### src/rtl/fnd_pkg.sv
// Shared types and constants for the OutPort FND display stage.
package fnd_pkg;

    // Binary-to-BCD conversion sequencer states
    typedef enum logic [1:0] {
        IDLE   = 2'd0,
        SHIFT  = 2'd1,
        UPDATE = 2'd2
    } conv_state_t;

    // Active-low segment and digit-enable "all off" patterns
    localparam logic [7:0] FONT_BLANK = 8'hFF;
    localparam logic [3:0] COM_OFF    = 4'b1111;

    // Active-low {dp,g,f,e,d,c,b,a} codes for digits 0..9, dp off
    localparam logic [7:0] FONT_LUT [10] = '{
        8'hC0, 8'hF9, 8'hA4, 8'hB0, 8'h99,
        8'h92, 8'h82, 8'hF8, 8'h80, 8'h90
    };

    // Segment code for one BCD digit; non-decimal nibbles show blank
    function automatic logic [7:0] font_of(input logic [3:0] d);
        logic [7:0] f;
        f = FONT_BLANK;
        if (d < 4'd10) f = FONT_LUT[d];
        return f;
    endfunction

    // Double-dabble correction applied to a nibble before each shift
    function automatic logic [3:0] dabble(input logic [3:0] n);
        return (n >= 4'd5) ? n + 4'd3 : n;
    endfunction

endpackage

### src/rtl/bin2bcd_seq.sv
// Sequential double-dabble: 8-bit binary to 3-digit BCD, one bit per cycle.
// A change seen while busy is remembered and converted once the current
// conversion has been published, so the last presented value always wins.
module bin2bcd_seq
    import fnd_pkg::*;
(
    input  logic        clk,
    input  logic        reset,
    input  logic [7:0]  i_din,
    input  logic        i_diff,
    output logic        o_load,
    output logic [11:0] o_bcd,
    output logic        o_busy
);

    conv_state_t r_state;
    conv_state_t w_nstate;
    logic [7:0]  r_bin;
    logic [11:0] r_scr;
    logic [11:0] r_bcd;
    logic [2:0]  r_cnt;
    logic        r_pending;
    logic        r_busy;
    logic        w_load;
    logic        w_shift;
    logic        w_update;
    logic [11:0] w_adj;

    // State register
    always_ff @(posedge clk) begin
        if (!reset) r_state <= IDLE;
        else        r_state <= w_nstate;
    end

    // Next-state and per-state control strobes
    always_comb begin
        w_nstate = r_state;
        w_load   = 1'b0;
        w_shift  = 1'b0;
        w_update = 1'b0;
        case (r_state)
            IDLE: begin
                if (i_diff || r_pending) begin
                    w_load   = 1'b1;
                    w_nstate = SHIFT;
                end
            end
            SHIFT: begin
                w_shift = 1'b1;
                if (r_cnt == 3'd7) w_nstate = UPDATE;
            end
            UPDATE: begin
                w_update = 1'b1;
                w_nstate = IDLE;
            end
            default: w_nstate = IDLE;
        endcase
    end

    // Per-nibble add-3 on the scratch digits ahead of the shift
    always_comb begin
        w_adj = {dabble(r_scr[11:8]), dabble(r_scr[7:4]), dabble(r_scr[3:0])};
    end

    // Conversion datapath, pending flag and published result
    always_ff @(posedge clk) begin
        if (!reset) begin
            r_bin     <= '0;
            r_scr     <= '0;
            r_bcd     <= '0;
            r_cnt     <= '0;
            r_pending <= 1'b0;
            r_busy    <= 1'b0;
        end else begin
            r_busy <= (w_nstate != IDLE);
            if (w_load) begin
                r_bin <= i_din;
                r_scr <= '0;
                r_cnt <= '0;
            end
            if (w_shift) begin
                {r_scr, r_bin} <= {w_adj[10:0], r_bin, 1'b0};
                r_cnt          <= r_cnt + 3'd1;
            end
            if (w_update) r_bcd <= r_scr;
            // A new value arriving mid-conversion is deferred, not dropped
            if (w_load)                        r_pending <= 1'b0;
            else if (r_state != IDLE && i_diff) r_pending <= 1'b1;
        end
    end

    assign o_load = w_load;
    assign o_bcd  = r_bcd;
    assign o_busy = r_busy;

endmodule

### src/rtl/out_port_fnd_driver.sv
// Shows the datapath OutPort value in decimal on a 4-digit common-anode
// FND: change detect feeds the BCD converter, a tick divider scans digits,
// and leading zeros are blanked.
module out_port_fnd_driver
    import fnd_pkg::*;
#(
    parameter int CLK_HZ  = 100_000_000,
    parameter int SCAN_HZ = 1000
) (
    input  logic        clk,
    input  logic        reset,
    input  logic [7:0]  data_in,
    output logic [11:0] bcd,
    output logic        busy,
    output logic [3:0]  fnd_com,
    output logic [7:0]  fnd_font
);

    localparam int DIV = CLK_HZ / SCAN_HZ;
    localparam int TW  = (DIV > 2) ? $clog2(DIV) : 1;
    localparam logic [TW-1:0] TICK_LAST = TW'(DIV - 1);

    generate
        if (DIV < 2) begin : g_div_chk
            $error("out_port_fnd_driver: CLK_HZ/SCAN_HZ must be at least 2");
        end
    endgenerate

    logic [7:0]    r_last_val;
    logic [TW-1:0] r_tick;
    logic [1:0]    r_idx;
    logic [3:0]    r_com;
    logic [7:0]    r_font;
    logic [3:0]    w_com;
    logic [7:0]    w_font;
    logic          w_diff;
    logic          w_load;
    logic [11:0]   w_bcd;
    logic [3:0]    w_ones;
    logic [3:0]    w_tens;
    logic [3:0]    w_huns;

    assign w_diff = (data_in != r_last_val);

    bin2bcd_seq u_conv (
        .clk    (clk),
        .reset  (reset),
        .i_din  (data_in),
        .i_diff (w_diff),
        .o_load (w_load),
        .o_bcd  (w_bcd),
        .o_busy (busy)
    );

    assign bcd    = w_bcd;
    assign w_ones = w_bcd[3:0];
    assign w_tens = w_bcd[7:4];
    assign w_huns = w_bcd[11:8];

    // Remember the value the converter last accepted for change detection
    always_ff @(posedge clk) begin
        if (!reset)      r_last_val <= '0;
        else if (w_load) r_last_val <= data_in;
    end

    // Scan tick divider and digit index
    always_ff @(posedge clk) begin
        if (!reset) begin
            r_tick <= '0;
            r_idx  <= '0;
        end else if (r_tick == TICK_LAST) begin
            r_tick <= '0;
            r_idx  <= r_idx + 2'd1;
        end else begin
            r_tick <= r_tick + 1'b1;
        end
    end

    // Digit enable and font select with leading-zero blanking
    always_comb begin
        w_com  = COM_OFF;
        w_font = FONT_BLANK;
        case (r_idx)
            2'd0: begin
                w_com  = 4'b1110;
                w_font = font_of(w_ones);
            end
            2'd1: begin
                w_com = 4'b1101;
                if (w_huns != 4'd0 || w_tens != 4'd0) w_font = font_of(w_tens);
            end
            2'd2: begin
                w_com = 4'b1011;
                if (w_huns != 4'd0) w_font = font_of(w_huns);
            end
            default: ;
        endcase
    end

    // Register the drive so segments and commons switch together
    always_ff @(posedge clk) begin
        if (!reset) begin
            r_com  <= COM_OFF;
            r_font <= FONT_BLANK;
        end else begin
            r_com  <= w_com;
            r_font <= w_font;
        end
    end

    assign fnd_com  = r_com;
    assign fnd_font = r_font;

endmodule

### config.mk
export PLATFORM = sky130hd
export DESIGN_NAME = out_port_fnd_driver
export DESIGN_NICKNAME = d
export VERILOG_FILES = /design/src/rtl/fnd_pkg.sv /design/src/rtl/bin2bcd_seq.sv /design/src/rtl/out_port_fnd_driver.sv
export SDC_FILE = /design/constraint.sdc
export NUM_CORES = 1
export LEC_CHECK = 0
export ABC_AREA = 1
export CAP_MARGIN = 0
export CORE_ASPECT_RATIO = 0.6
export CORE_UTILIZATION = 52
export DETAILED_ROUTE_END_ITERATION = 10
export PLACE_DENSITY_LB_ADDON = 0.08
export SYNTH_ARGS = -nofsm -noshare
export SYNTH_HDL_FRONTEND = slang
export SYNTH_HIERARCHICAL = 1
export SYNTH_SLANG_ARGS = --single-unit
### constraint.sdc
create_clock -name clk -period 1.7 [get_ports clk]
set_clock_uncertainty 0.05 [all_clocks]
set_input_delay 0.34 -clock clk [delete_from_list [all_inputs] [get_ports clk]]
set_output_delay 0.34 -clock clk [all_outputs]
set_load 0.05 [all_outputs]
==> implementation parameters, run 1 <==
Parameter                              Value

Synth
  Post-synthesis area per instance ... 7.07 sq um
  Yosys synthesis warning count ... 6
  Most used flip-flop cell after synthesis ... dfxtp_1
  Number of flops mapped to enable cells by yosys ... 0
  Commonest cells in the netlist ... 138 x nand2_1, 84 x nor2_1, 76 x dfxtp_1, 61 x inv_1, 41 x nand3_1
  Simple-gate share of the synthesized area ... 32.2%
  Library cell occupying the most area in the post-synthesis netlist ... dfxtp_1
  Post-synthesis compound-gate area fraction ... 10.9%
  Combinational family with the most area after synthesis ... simple AND/OR/NAND/NOR gates
  Synth Register Bits ... 76
  Share of the synthesized area in the top cell type ... 36.5%
  Async set-reset flop share out of synthesis ... 0%
  Xor-xnor portion of the synthesized cell area ... 2.94%
  Ranking of synthesized cells by area ... dfxtp_1 37%, nand2_1 12%, ha_1 9.3%, nor2_1 7.6%, inv_1 5.5%
  Seq/Total Area, Yosys ... 36.5%
  Mux contribution to synthesized area ... 0%
  Post-synthesis cell area ... 0.00416 sq mm
  Cell count after synthesis ... 589
  Adder-cell area share of the yosys netlist ... 9.31%
  Most frequently used cell type in the post-synthesis netlist ... nand2_1
  Netlist cell types ... 31

Setup path
  Origin of the critical flop-to-flop path ... r_last_val[1]
  Worst reg-to-reg path cell count ... 10
  Critical Path AT ... 1.92 ns
  Type of element launching the critical path ... flip-flop
  Worst path bufs/invs ... 2
  Minimum setup slack among reg-to-reg paths ... 0.008 ns
  Largest delay share family, worst path ... simple AND/OR/NAND/NOR gates
  Cell depth of the worst setup path ... 10
  Required time of the worst setup path ... approximately 1.9 ns
  Critical path start-end classification ... reg2reg
  Capturing element type of the critical path ... flip-flop
  Capturing point of the worst reg2reg path ... u_conv/r_scr[6]
  Sequence of cells on the critical path ... or2_4 -> a21oi_2 -> nand4_1 -> nor2_2 -> nor2_4 -> nor2_4 -> buf_12 -> buf_12 -> nand2_2 -> a21oi_2
  Largest stage delay on the critical path ... 0.32 ns
  Top fanout value on the critical path ... 6
  Slowest stage cell on the critical path ... dfxtp_2

Timing
  Clock period minus final worst setup slack ... 1.69 ns
  Final setup violation count ... 0
  Final Slew Violations ... 0
  Unrepaired setup endpoints after global routing ... true
  Smallest hold slack ... 0.412 ns
  Summed negative setup slack over all endpoints ... 0 ns
  Max Freq ... between 500 and 600 MHz
  Crit share post-route ... 99.5%
  Number of hold violations in the final report ... 0

Clock network
  Maximum clock path buffer count ... 2
  Inserted Clock Buffers ... 9
  TritonCTS clock tree ... built
  Clock-pin slew on the worst setup and hold paths ... 0.06 ns
  Cts hold-fix bufs ... 0
  Total clock sinks ... 76
  Worst-skew pair later-pin latency ... 0.34 ns
  Root buf cell ... clkbuf_16
  Number of H-tree branching levels ... 3

Min path
  Worst Hold End ... u_conv/r_scr[9]
  Hold-critical path depth ... 2
  Startpoint of the lowest-slack hold path ... u_conv/r_scr[9]
  Type of the tightest min-delay check ... reg2reg

Drt
  Total via count in the routed design ... 3919
  Number of remaining DRC errors ... 0
  Wire length reported by the detailed router ... approximately 10000 um
  DRT Pass-1 Iters ... 5
  Detailed-route vias per instance ... about 5.2
  Residual antenna-violating net count after detailed routing ... 0
  DRC violation total after the first TritonRoute iteration ... 252
  Detailed-route wire length per cell ... 12.8 um

Floorplan
  Area of the die ... 0.00838 sq mm
  Row count ... 24
  Core outline area ... 0.00751 sq mm
  Number of placed I/O pins ... 35
  Die outline height ... 71.3 um
  Die width ... 118 um
  Initial standard-cell utilization of the core ... around 55%

Placed design
  Placer congestion estimate ... 0.840
  Detailed-placement wirelength estimate ... between 6000 and 7000 um
  Port Buf Inserts ... 32

Power
  Maximum vdd drop ... 0.000623 V
  P per Cell Area ... roughly 800 mW/mm^2
  Leakage power figure ... 2.32 nW
  Total power after layout ... 4.16 mW

Global routing
  Antenna violations before repair ... 0
  Pin count of the biggest net entering global routing ... 25
  Total track usage ... ~25%
  Wire length of the first global-routing pass ... 16900 um
  Grt ovf ... 0
  Vias in the first global route ... 3755

Layout
  Count of filler cells inserted in the layout ... 633
  Multi-input gate area in the final layout ... 0.00239 sq mm
  Share of post-route cells with drive strength above 1 ... 18.2%
  Number of antenna repair diodes ... 0
  Net total in the final layout ... 690
  Area Overhead vs Synth ... 25.2%
  Storage element area ... 0.00153 sq mm
  Core Util, Final ... 69.4%

Run status
  Result of the run ... complete, no violations

Job
  Number of maximum-capacitance constraint violations ... 0
[cell usage in the layout, fill, tap and decap left out, types with 2 or more instances in the layout]
cell type	synthesis	final
nand2_1	138	132
nor2_1	84	81
dfxtp_1	76	69
inv_1	61	61
nand3_1	41	41
buf_4	3	39
o21ai_0	38	38
ha_1	31	31
a21oi_1	37	28
nand4_1	16	16
a21oi_2	4	13
xor2_1	12	12
buf_12	0	11
clkbuf_16	0	9
dlygate4sd2_1	0	8
nor2_2	5	7
nand2_2	4	7
dfxtp_2	0	7
nor2_4	5	6
nand3_2	4	4
nor3_1	4	4
nand2_4	1	4
o211ai_1	3	3
or2_0	2	2
xnor2_1	2	2
conb_1	1	2
clkinv_2	0	2
clkinvlp_4	0	2
buf_6	4	2
inv_2	2	2
[registers in the layout, summed over array words and instances, names as in the netlist]
signal and cells:
r_tick 17, r_idx 2, u_conv/r_bin 8, u_conv/r_scr 12, u_conv/o_bcd 12, u_conv/r_state 2
fnd_font 7, u_conv/o_busy 1, u_conv/r_cnt 3, u_conv/r_pending 1, fnd_com 3, r_last_val 8
[layout make-up]
| cell class | count | area share, % |
|---|---|---|
| repair buffers | 62 | 12.1 |
| well taps | 104 | 2.50 |
| clock inverters | 6 | 1.22 |
| flip-flops and latches | 76 | 29.4 |
| clock buffers | 10 | 4.39 |
| inverters | 63 | 4.54 |
| multi-input cells | 437 | 45.9 |
[worst max-delay path by stage]
stage                    start              end
2_1_floorplan  u_conv/o_bcd[4]      fnd_font[4]
3_3_place_gp        data_in[1]  u_conv/r_scr[6]
3_5_place_dp        data_in[1]  u_conv/r_scr[5]
4_1_cts          r_last_val[1]  u_conv/r_scr[0]
5_1_grt          r_last_val[1]  u_conv/r_scr[6]
6_report         r_last_val[1]  u_conv/r_scr[6]
[metal layers]
metal	vias up	GRT usage (%)	part of all wire, %
met4	0	7.41	0.72
li1	2009	-	-
met1	1790	32.0	48
met3	10	6.53	5.3
met5	-	0	0
met2	110	41.7	46
[worst min-delay path, cell delays in order, from the launching register on]
cell	delay (ns)
dfxtp_1	0.31
nand2_1	0.06
a21oi_1	0.05
[metrics by stage]
stage | setup slack, ns | instances | area, sq um
final | 0.00839 | 758 | 5210
after floorplan | 0.0122 | 590 | 4170
after global routing | -0.0875 | 758 | 5210
after global placement | -0.476 | 738 | 4790
after detailed placement | -0.503 | 738 | 4790
after CTS | -0.0373 | 759 | 5200
[kinds of logic (layout without fill, tap and decap cells)]
family,count (synthesis),after routing
AND/OR/NAND/NOR,305,305
AO/OA/AOI/OAI,85,85
buffers and inverters,77,141
flip-flops,76,76
adder cells (fa/ha/maj),31,31
XOR/XNOR,14,14
other,1,2
[what timing repair did]
item | in CTS | in global routing
buffers inserted | 5 | 1
setup endpoints to repair | 32 | 22
resized for setup | 26 | 14
pin swaps | 20 | 13
gates cloned | 1 | 0
[report_power, final]
part           total, mW  switching (mW)  internal, mW  leakage, nW
Combinational      0.405           0.239         0.166         1.56
Sequential          1.87          0.0339          1.84        0.624
Clock               1.88           0.746          1.14        0.139
Total               4.16            1.02          3.14         2.32
Note: power is estimated with default switching activity, not from simulation.
==> run 2: changes to the inputs <==
Settings changed: CELL_PAD_IN_SITES_DETAIL_PLACEMENT set to 1, CELL_PAD_IN_SITES_GLOBAL_PLACEMENT set to 2, CORE_UTILIZATION 52 to 30.
==> implementation parameters, run 2 (synthesis gave the netlist of run 1 again) <==
Parameter                              Value

Layout
  Final Cell Area ... 0.00539 sq mm (+3.4%)
  Storage element area ... 0.00153 sq mm (-0.16%)
  Multi-input gate area in the final layout ... 0.00242 sq mm (+1.3%)
  Net total in the final layout ... 695 (+0.72%)
  Largest register FFs ... 17 (unchanged)
  Most common cell after layout, fill and taps aside ... nand2_1
  Register with the most flip-flops ... r_tick
  Count of filler cells inserted in the layout ... 1631 (+160%)
  Number of antenna repair diodes ... 0 (unchanged)
  Core Util, Final ... 40.9% (-28 points)
  Area Overhead vs Synth ... 29.4%
  Leading cell types in the layout, fill and taps excluded ... 125 x nand2_1, 82 x nor2_1, 71 x dfxtp_1
  Share of post-route cells with drive strength above 1 ... 19.6% (+1.4 points)

Setup path
  Largest stage delay on the critical path ... 0.32 ns (about the same)
  Most used cell along the critical path ... nor2_4
  Critical path start-end classification ... reg2reg
  Slowest stage cell on the critical path ... dfxtp_2
  Capturing point of the worst reg2reg path ... u_conv/r_cnt[1]
  Worst reg-to-reg path cell count ... 9 (-1)
  Largest delay share family, worst path ... simple AND/OR/NAND/NOR gates
  Origin of the critical flop-to-flop path ... r_last_val[1]
  Capturing element type of the critical path ... flip-flop
  Minimum setup slack among reg-to-reg paths ... 0.03 ns (+0.02 ns)
  Top fanout value on the critical path ... 8 (+2)
  Critical Path AT ... 1.89 ns (-0.03 ns)
  Type of element launching the critical path ... flip-flop
  Worst path bufs/invs ... 1 (-1)
  Required time of the worst setup path ... 1.92 ns (about the same)
  Sequence of cells on the critical path ... or2_4 -> a21oi_2 -> nand4_1 -> nor2_4 -> nor2_4 -> nor2_4 -> buf_12 -> nand2_2 -> a21oi_2

Floorplan
  Number of placed I/O pins ... 35 (unchanged)
  Area of the die ... 0.0144 sq mm (+71%)
  Core outline area ... 0.0132 sq mm (+75%)
  Initial standard-cell utilization of the core ... 31.6% (-24 points)
  Die outline height ... 93.3 um (+31%)
  Die width ... 154 um (+31%)
  Row count ... 32 (+33%)

Clock network
  Worst-skew pair later-pin latency ... 0.33 ns (about the same)
  Number of H-tree branching levels ... 3 (unchanged)
  Clock-pin slew on the worst setup and hold paths ... 0.06 ns (about the same)
  Inserted Clock Buffers ... 9 (unchanged)
  Maximum clock path buffer count ... 2 (unchanged)
  Total clock sinks ... 76 (unchanged)
  Cts hold-fix bufs ... 0 (unchanged)
  Root buf cell ... clkbuf_16
  TritonCTS clock tree ... built

Drt
  Residual antenna-violating net count after detailed routing ... 0 (unchanged)
  Wire length reported by the detailed router ... 11500 um (+18%)
  DRC violation total after the first TritonRoute iteration ... 137 (-46%)
  Total via count in the routed design ... 3872 (-1.2%)
  DRT Pass-1 Iters ... 4 (-1)
  Detailed-route vias per instance ... 4.67 (-9.7%)
  Detailed-route wire length per cell ... 13.8 um (+7.8%)
  Number of remaining DRC errors ... 0 (unchanged)

Global routing
  Pin count of the biggest net entering global routing ... 25 (unchanged)
  Vias in the first global route ... 4049 (+7.8%)
  Total track usage ... 17.2% (-7.7 points)
  Antenna violations before repair ... 0 (unchanged)
  Grt ovf ... 0 (unchanged)
  Wire length of the first global-routing pass ... 19500 um (+15%)

Timing
  Unrepaired setup endpoints after global routing ... true
  Clock period minus final worst setup slack ... 1.67 ns (-0.0243 ns)
  Final setup violation count ... 0 (unchanged)
  Crit share post-route ... 98.1% (-1.4 points)
  Smallest hold slack ... 0.410 ns (-0.00187 ns)
  Final critical-path setup slack ... 0.0327 ns (+0.0243 ns)
  Number of hold violations in the final report ... 0 (unchanged)
  Final Slew Violations ... 0 (unchanged)
  Max Freq ... 600 MHz (+1.5%)

Placed design
  Cell area after placement ... 0.00497 sq mm (+3.8%)
  Placer congestion estimate ... 0.804 (-4.2%)
  Worst Setup Slack post-DPL ... -0.539 ns (-0.0362 ns)
  Detailed-placement wirelength estimate ... 8600 um (+23%)
  Port Buf Inserts ... 32 (unchanged)

Power
  Leakage power figure ... 2.35 nW (+1.2%)
  P per Cell Area ... 781 mW/mm^2 (-2.1%)
  Total power after layout ... 4.21 mW (+1.3%)
  Maximum vdd drop ... 0.000428 V (-31%)

Min path
  Worst Hold End ... r_tick[0]
  Type of the tightest min-delay check ... reg2reg
  Hold-critical path depth ... 1 (-1)
  Startpoint of the lowest-slack hold path ... r_tick[0]

Run status
  Result of the run ... complete, no violations

Job
  Number of maximum-capacitance constraint violations ... 0 (unchanged)
[run 2: worst max path at each step]
stage | startpoint | end | slack (ns) | cells past startpoint
2_1_floorplan | u_conv/o_bcd[4] | fnd_font[4] | 0.01 | 8
3_3_place_gp | data_in[1] | u_conv/r_bin[1] | -0.50 | 11
3_5_place_dp | data_in[1] | u_conv/r_bin[1] | -0.54 | 11
4_1_cts | r_last_val[1] | u_conv/r_state[0] | -0.07 | 10
5_1_grt | r_last_val[1] | u_conv/r_cnt[1] | -0.09 | 9
6_report | r_last_val[1] | u_conv/r_cnt[1] | 0.03 | 9
[run 2: timing repair]
item	4_1_cts	5_1_grt
gates cloned	1	0
resized for setup	21	29
buffers inserted	3	0
endpoints found under the setup margin	33	31
pin swaps	17	18
[run 2: per-stage QoR]
stage	TNS [ns]	instances
3_5_place_dp	-16.17	812
3_3_place_gp	-14.59	812
4_1_cts	-1.02	832
6_report	0	829
5_1_grt	-1.15	829
2_1_floorplan	0	590
[run 2: layer usage]
metal	wire length, um	share of wire (%)	vias up	GRT usage, %
met5	0	0	-	0
met4	114	1.0	0	5.25
met3	313	2.7	8	3.94
met2	5120	45	42	28.6
met1	5900	52	1803	22.2
li1	-	-	2019	-
[run 2: layout make-up]
type	instances	area share, %
flip-flops and latches	76	28.3
well taps	170	3.95
clock buffers	12	4.57
multi-input cells	437	44.9
inverters	63	4.39
repair buffers	67	12.9
clock inverters	4	0.905
[run 2: power breakdown]
group | switching (mW) | total, mW | internal (mW)
clock | 0.745 | 1.92 | 1.18
sequential | 0.0370 | 1.88 | 1.84
combinational | 0.252 | 0.416 | 0.164
total | 1.03 | 4.21 | 3.18
